[src/rtl/reset_request_gen.sv]
// reset_request_gen: board-side reset source. Merges power-on hold, a debounced
// reset push-button, a CPU soft-reset request and an optional watchdog into a
// single registered active-low reset request with a guaranteed minimum low width.
// Records the cause of the most recent reset for software.
//
// Optional feature: define RESET_WDT_EN to add the wdt_kick port and the
// watchdog counter. Without it, cause 2'b11 is never produced.
module reset_request_gen #(
  parameter int SYNC_STAGES     = 2,    // >= 2
  parameter int DEBOUNCE_CYCLES = 16,   // >= 2
  parameter int POR_CYCLES      = 32,
  parameter int MIN_PULSE       = 8,
  parameter int WDT_CYCLES      = 1024
) (
  input  logic       clk,
  input  logic       reset_in,
  input  logic       button_n,
  input  logic       soft_reset,
`ifdef RESET_WDT_EN
  input  logic       wdt_kick,
`endif
  output logic       reset_req_n,
  output logic [1:0] reset_cause,
  output logic       busy
);

  typedef enum logic [1:0] {
    ST_POR      = 2'd0,
    ST_RUN      = 2'd1,
    ST_ASSERT   = 2'd2,
    ST_WAIT_REL = 2'd3
  } state_t;

  localparam logic [1:0] CAUSE_POR    = 2'b00;
  localparam logic [1:0] CAUSE_BUTTON = 2'b01;
  localparam logic [1:0] CAUSE_SOFT   = 2'b10;
  localparam logic [1:0] CAUSE_WDT    = 2'b11;

  localparam int DEB_W   = $clog2(DEBOUNCE_CYCLES);
  localparam int CNT_MAX = (POR_CYCLES > MIN_PULSE) ? POR_CYCLES - 1 : MIN_PULSE - 1;
  localparam int CNT_W   = $clog2(CNT_MAX + 1);

  logic [SYNC_STAGES-1:0] sync_q;
  logic                   sync_b;
  logic [DEB_W-1:0]       deb_cnt;
  logic                   deb;
  logic                   deb_d;
  logic                   press_q;
  logic                   wdt_event;

  state_t     state, state_next;
  logic [CNT_W-1:0] cnt, cnt_next;
  logic       req_n_next;
  logic [1:0] cause_next;
  logic       busy_next;

  assign sync_b = sync_q[SYNC_STAGES-1];

  // Synchronise the asynchronous button into the clock domain; released (1) in reset.
  // NOTE: sequential state is written with <= so every flop samples pre-edge values.
  always_ff @(posedge clk) begin
    if (!reset_in) sync_q <= '1;
    else           sync_q <= {sync_q[SYNC_STAGES-2:0], button_n};
  end

  // Debounce: the level only changes after it differs for DEBOUNCE_CYCLES edges in a row.
  always_ff @(posedge clk) begin
    if (!reset_in) begin
      deb     <= 1'b1;
      deb_cnt <= '0;
    end else if (sync_b == deb) begin
      deb_cnt <= '0;
    end else if (deb_cnt == DEB_W'(DEBOUNCE_CYCLES - 1)) begin
      deb     <= sync_b;
      deb_cnt <= '0;
    end else begin
      deb_cnt <= deb_cnt + 1'b1;
    end
  end

  // Registered one-cycle press pulse on the debounced 1->0 transition.
  always_ff @(posedge clk) begin
    if (!reset_in) begin
      deb_d   <= 1'b1;
      press_q <= 1'b0;
    end else begin
      deb_d   <= deb;
      press_q <= deb_d & ~deb;
    end
  end

`ifdef RESET_WDT_EN
  localparam int WDT_W = $clog2(WDT_CYCLES);
  logic [WDT_W-1:0] wdt_cnt;

  assign wdt_event = (state == ST_RUN) && !wdt_kick &&
                     (wdt_cnt == WDT_W'(WDT_CYCLES - 1));

  // Watchdog: runs only in RUN, restarted by a kick; expiry is consumed by the FSM.
  always_ff @(posedge clk) begin
    if (!reset_in || wdt_kick || state != ST_RUN || wdt_event) wdt_cnt <= '0;
    else                                                       wdt_cnt <= wdt_cnt + 1'b1;
  end
`else
  assign wdt_event = 1'b0;
`endif

  // Next-state and registered-output logic for the reset sequencer.
  // NOTE: every output gets a default before the case so no latch is inferred.
  always_comb begin
    state_next = state;
    cnt_next   = cnt;
    req_n_next = reset_req_n;
    cause_next = reset_cause;
    case (state)
      ST_POR: begin
        req_n_next = 1'b0;
        if (cnt == CNT_W'(POR_CYCLES - 1)) begin
          state_next = ST_RUN;
          cnt_next   = '0;
          req_n_next = 1'b1;
        end else begin
          cnt_next = cnt + 1'b1;
        end
      end
      ST_RUN: begin
        req_n_next = 1'b1;
        if (press_q || wdt_event || soft_reset) begin
          state_next = ST_ASSERT;
          cnt_next   = '0;
          req_n_next = 1'b0;
          if (press_q)        cause_next = CAUSE_BUTTON;
          else if (wdt_event) cause_next = CAUSE_WDT;
          else                cause_next = CAUSE_SOFT;
        end
      end
      ST_ASSERT: begin
        req_n_next = 1'b0;
        if (cnt == CNT_W'(MIN_PULSE - 1)) begin
          cnt_next = '0;
          if (deb) begin
            state_next = ST_RUN;
            req_n_next = 1'b1;
          end else begin
            state_next = ST_WAIT_REL;
          end
        end else begin
          cnt_next = cnt + 1'b1;
        end
      end
      ST_WAIT_REL: begin
        req_n_next = 1'b0;
        if (deb) begin
          state_next = ST_RUN;
          req_n_next = 1'b1;
        end
      end
      default: begin
        state_next = ST_POR;
        cnt_next   = '0;
        req_n_next = 1'b0;
      end
    endcase
    busy_next = (state_next != ST_RUN);
  end

  // State, counter and output registers; reset_in forces the power-on sequence.
  always_ff @(posedge clk) begin
    if (!reset_in) begin
      state       <= ST_POR;
      cnt         <= '0;
      reset_req_n <= 1'b0;
      reset_cause <= CAUSE_POR;
      busy        <= 1'b1;
    end else begin
      state       <= state_next;
      cnt         <= cnt_next;
      reset_req_n <= req_n_next;
      reset_cause <= cause_next;
      busy        <= busy_next;
    end
  end

endmodule

[config.mk]
export PLATFORM = sky130hd
export DESIGN_NAME = reset_request_gen
export DESIGN_NICKNAME = d
export VERILOG_FILES = /design/src/rtl/reset_request_gen.sv
export SDC_FILE = /design/constraint.sdc
export NUM_CORES = 1
export LEC_CHECK = 0
export BUFFER_PORTS_ARGS = -buffer_cell sky130_fd_sc_hd__buf_2
export CAP_MARGIN = 20
export CORE_AREA = 2 2 49 51
export CTS_CLUSTER_DIAMETER = 50
export DETAILED_ROUTE_END_ITERATION = 16
export DIE_AREA = 0 0 51 53
export SLEW_MARGIN = 20
export SYNTH_ARGS = -nofsm -noshare
export SYNTH_HDL_FRONTEND = slang
export SYNTH_SLANG_ARGS = --single-unit
[constraint.sdc]
create_clock -name clk -period 1.8 [get_ports clk]
set_input_delay 0.27 -clock clk [delete_from_list [all_inputs] [get_ports clk]]
set_output_delay 0.27 -clock clk [all_outputs]
set_load 0.01 [all_outputs]
# Word-level counts from Yosys, hierarchy flattened
# Index checks and enable logic that the tools add are counted.
# totals
in_bits	4
elab_cells	48
latchBits	0
ff_bits	20
memories	0
ram_bits	0
out_inout_bits	4
romBits	0
# classes
n_bitwise	4
magnitude_cmp	0
shift	0
muxes	16
n_addsub	2
div	0
eq_ne	9
n_reduce_logical	7
n_mul	0
# op_table
operator	n
$mux 5	3
$pmux 5 s3	1
$mux 2	6
$pmux 2 s4	1
$reduce_and 2->1	3
$add 5x1->5 const B	1
$eq 5x3->1 const B	1
$eq 5x5->1 const B	1
$add 4x1->4 const B	1
$eq 2x2->1 const B	2
$eq 4x4->1 const B	1
$mux 1	4
$pmux 1 s4	1
$not 1->1	3
$reduce_bool 3->1	1
$reduce_or 3->1	1
$eq 2x1->1 const B	1
$logic_not 2->1	1
$ne 2x1->1 const B	1
$ne 2x2->1 const B	1
$and 1x1->1	1
$eq 1x1->1	1
$logic_or 1x1->1	1

# Longest topological paths before layout
# depth
ltp_word	4
depth_mapped	7
depth_no_buf	7

# Worst setup path before layout
# Ideal clock, no wire load.
# synth_timing
path_kind	flip-flop to flip-flop
start	register cnt[0]
end	register cnt[0]
path_slack_ns	-0.025
arrival_ns	1.754
required_time_ns	1.730
setup_time_ns	0.070
synth_period_minus_slack_ns	1.825
path_stages_with_launch	8
n_path_buf	0
path_cell_list	dfxtp_1 > ha_1 > and3_1 > ha_1 > or2_2 > o21a_1 > or3_1 > a21oi_1
# synth_via
elab_chain_cells	3
elab_cells_between_ends	6
classes_between	add/sub (1); eq/ne (2); mux (3)
# synth_rtl
element	line	source
from (decl)	52	logic [CNT_W-1:0] cnt, cnt_next;
from (signal assigned)	177	cnt <= cnt_next;
$add 5x1->5, or another cell as far along	123, 148	
$mux 5 (on tied branches)	139, 118	
$pmux 5 s3 *	115	case (state)
# Mark *: on every way between the ends. The rest lies on a longest branch, timed or not.
# A chain may end at the register's enable or synchronous reset.

# Worst setup path in the final report
# layout_timing
start	register cnt[1]
end	register cnt[0]
# layout_via
elab_chain_cells	3
elab_cells_between_ends	5
classes_between	eq/ne (2); mux (3)
# layout_rtl
element	line
$eq 5x3->1 / $eq 5x5->1 (equally long branches)	139, 118
$mux 5 (on tied branches)	139, 118
$pmux 5 s3 *	115
# Marks and branches as above.

==> flow_metrics.env <==
export IMPL_setup_viol=0
export IMPL_ys_ff_latch=20
export IMPL_syn_area_um2=939.7
export IMPL_status="complete, no violations"
export IMPL_syn_to_final_growth_pct=24.23
export IMPL_start_kind="flip-flop"
export IMPL_synth_area_per_cell_um2=8.782
export IMPL_r2r_start="cnt[1]$_SDFFE_PN0P_"
export IMPL_synth_area_leaders="dfxtp_1, ha_1, nand2_1, a21oi_1, nand2b_1"
export IMPL_end_kind="flip-flop"
export IMPL_die_y_um=53
export IMPL_tightestPinTransition_ns=0.3569
export IMPL_ir_drop_v=0.0004033
export IMPL_met2_usage=0.2338
export IMPL_p_leak_nw=0.4818
export IMPL_initial_core_util=0.4374
export IMPL_clockRootBuffer="clkbuf_4"
export IMPL_grt_pass1_wl_um=2822
export IMPL_dr_first_iter_drc_count=6
export IMPL_drive_gt1_frac=0.2460
export IMPL_synth_edff_count=0
export IMPL_synth_seq_area_share=0.4261
export IMPL_n_antenna_cell=0
export IMPL_cts_buffers=3
export IMPL_finalWorstSetupSlack_ns=0.05072
export IMPL_synth_distinct_cells=30
export IMPL_antenna_found_initial=0
export IMPL_dp_cells=148
export IMPL_final_instance_count_excl_fill=154
export IMPL_gp_congestion=0.8274
export IMPL_grt_usage=0.1397
export IMPL_fmax_ghz=0.5717
export IMPL_dp_slack_ns=-0.006218
export IMPL_hold_path_class="in2reg"
export IMPL_syn_nets=118
export IMPL_ys_dominant_reg_cell="dfxtp_1"
export IMPL_async_flop_share=0
export IMPL_totalWireLength_um=1709
export IMPL_clock_sinks=20
export IMPL_vias=779
export IMPL_grt_ovfl_total=0
export IMPL_nets=138
export IMPL_hold_violations=0
export IMPL_use_met1=0.1728
export IMPL_io_pins=8
export IMPL_cts_hold_buffers_added=0
export IMPL_critical_path_startpoint="cnt[1]$_SDFFE_PN0P_"
export IMPL_gr_max_usage_layer="met2"
export IMPL_first_global_vias=695
export IMPL_drt_pass1_iter_count=4
export IMPL_synthTopCellsByCount="dfxtp_1, nand2_1, a21oi_1"
export IMPL_synth_most_common_cell="dfxtp_1"
export IMPL_powerDensity_mw_per_mm2=764.6
export IMPL_cts_buffer_depth=2
export IMPL_maxCapViolCount=0
export IMPL_path_max_fanout=2
export IMPL_skew_ns=0.005449
export IMPL_cp_required_ns=2.02
export IMPL_num_rows=17
export IMPL_postRouteAntennaNets=0
export IMPL_die_width_um=51
export IMPL_globalRouteMet3Util=0.03390
export IMPL_cts_max_level=1
export IMPL_post_route_min_period_ns=1.749
export IMPL_post_route_util=0.5434
export IMPL_slew_headroom=0.7559
export IMPL_n_fill_cell=195
export IMPL_worstPathArrival_ns=1.97
export IMPL_insertion_delay_ns=0.29
export IMPL_grt_max_degree=13
export IMPL_yosysWarnings=0
export IMPL_hp_start="button_n"
export IMPL_drc_errors=0
export IMPL_synth_top_area_frac=0.4261
export IMPL_finalSetupTns_ns=0
export IMPL_crit_type="reg2reg"
export IMPL_slew_viol_final=0
export IMPL_dieArea_mm2=0.002703
export IMPL_clk_pin_slew_ns=0.11
export IMPL_netlist_instances=107
export IMPL_io_buffers=7
export IMPL_core_area_mm2=0.002148
export IMPL_period_share=0.9718
export IMPL_cts_tree="done"
export IMPL_p_total_uw=892.6
export IMPL_routedWlPerCell_um=11.10
export IMPL_via_per_inst=5.058
export IMPL_yosysTopAreaCell="dfxtp_1"
[per-layer routing]
metal | routed length (um) | share of wire
met1 | 834 | 0.49
met2 | 815 | 0.48
met3 | 44 | 0.026
met4 | 14 | 0.0082
met5 | 0 | 0
[cells in the final DEF (no fill, tap or decap)]
master	instances
dfxtp_4	1
a21oi_1	10
and3_1	1
and4bb_4	1
nor3_1	1
o41ai_1	1
buf_4	10
and3_4	1
dfxtp_1	17
a21o_1	1
or2_0	1
nor2b_1	1
or3_1	1
mux2i_1	2
nor4_1	1
nand3b_1	1
nor2_1	9
o311a_2	1
nand4b_1	1
nor3b_4	1
nand2b_1	6
or4_1	1
bufinv_16	1
dfxtp_2	2
o21a_1	1
ha_1	5
nand3_1	5
a2111oi_0	1
inv_1	7
xor2_1	3
or2_4	1
o21ai_0	4
nand2_1	14
buf_2	7
clkbuf_4	3
ha_4	2
[path summary, 6_finish.rpt]
kind,to,slack (ns),cells past startpoint
max,cnt[0]$_SDFFE_PN0P_,0.05,7
min reg2reg,press_q$_SDFF_PN0_,0.42,2
max reg2reg,cnt[0]$_SDFFE_PN0P_,0.05,7
min,sync_q[0]$_SDFF_PN1_,0.15,2
[cells by family after synthesis]
logic type	after synthesis	share of synthesized area
flip-flops	20	0.4261
AND/OR/NAND/NOR	47	0.2730
AO/OA/AOI/OAI	19	0.1212
buffers and inverters	9	0.03728
XOR/XNOR	3	0.02797
multiplexers	2	0.02131
adder cells (fa/ha/maj)	7	0.09320
[where the power goes]
| group | internal [mW] | switching (mW) | total, mW | leakage, nW |
|---|---|---|---|---|
| logic | 0.0332 | 0.0273 | 0.0605 | 0.290 |
| clock network | 0.225 | 0.135 | 0.359 | 0.0279 |
| registers | 0.459 | 0.0134 | 0.473 | 0.164 |
| total | 0.717 | 0.175 | 0.893 | 0.482 |
[what timing repair did]
action                                  4_1_cts  5_1_grt
buffers inserted                              0        2
resized for setup                             3        6
endpoints found under the setup margin        1        2
pin swaps                                     1        4
cloned                                        0        0
hold endpoints to repair                      0        0
[flip-flops by register name, indices dropped and copies added, names as in the netlist, 2 cells and up]
register,cells
cnt,5
deb_cnt,4
reset_cause,2
state,2
sync_q,2
[stage by stage]
step	hold WS, ns	instance area [um^2]
after detailed placement	0.4005	1064
after global placement	0.3969	1064
after CTS	0.1338	1121
after floorplan	0.3715	942.2
after global routing	0.1429	1167
final	0.1451	1167
[cell type report]
class,instances,area [um^2],share of cell area
inverter,7,26.28,0.02251
timing repair buffer,17,110.1,0.09432
tap,28,35.03,0.03001
multi-input combinational,78,536.8,0.4598
clock inverter,1,30.03,0.02572
clock buffer,3,22.52,0.01929
sequential,20,406.6,0.3483
[worst max-delay path, cell delays in order (launching register included)]
cell and delay [ns]:
dfxtp_4 0.37, ha_4 0.15, and3_4 0.18, ha_4 0.15, or2_4 0.23, o21a_1 0.12, or3_1 0.36, a21oi_1 0.13
Power figures use the tool's default switching activity.
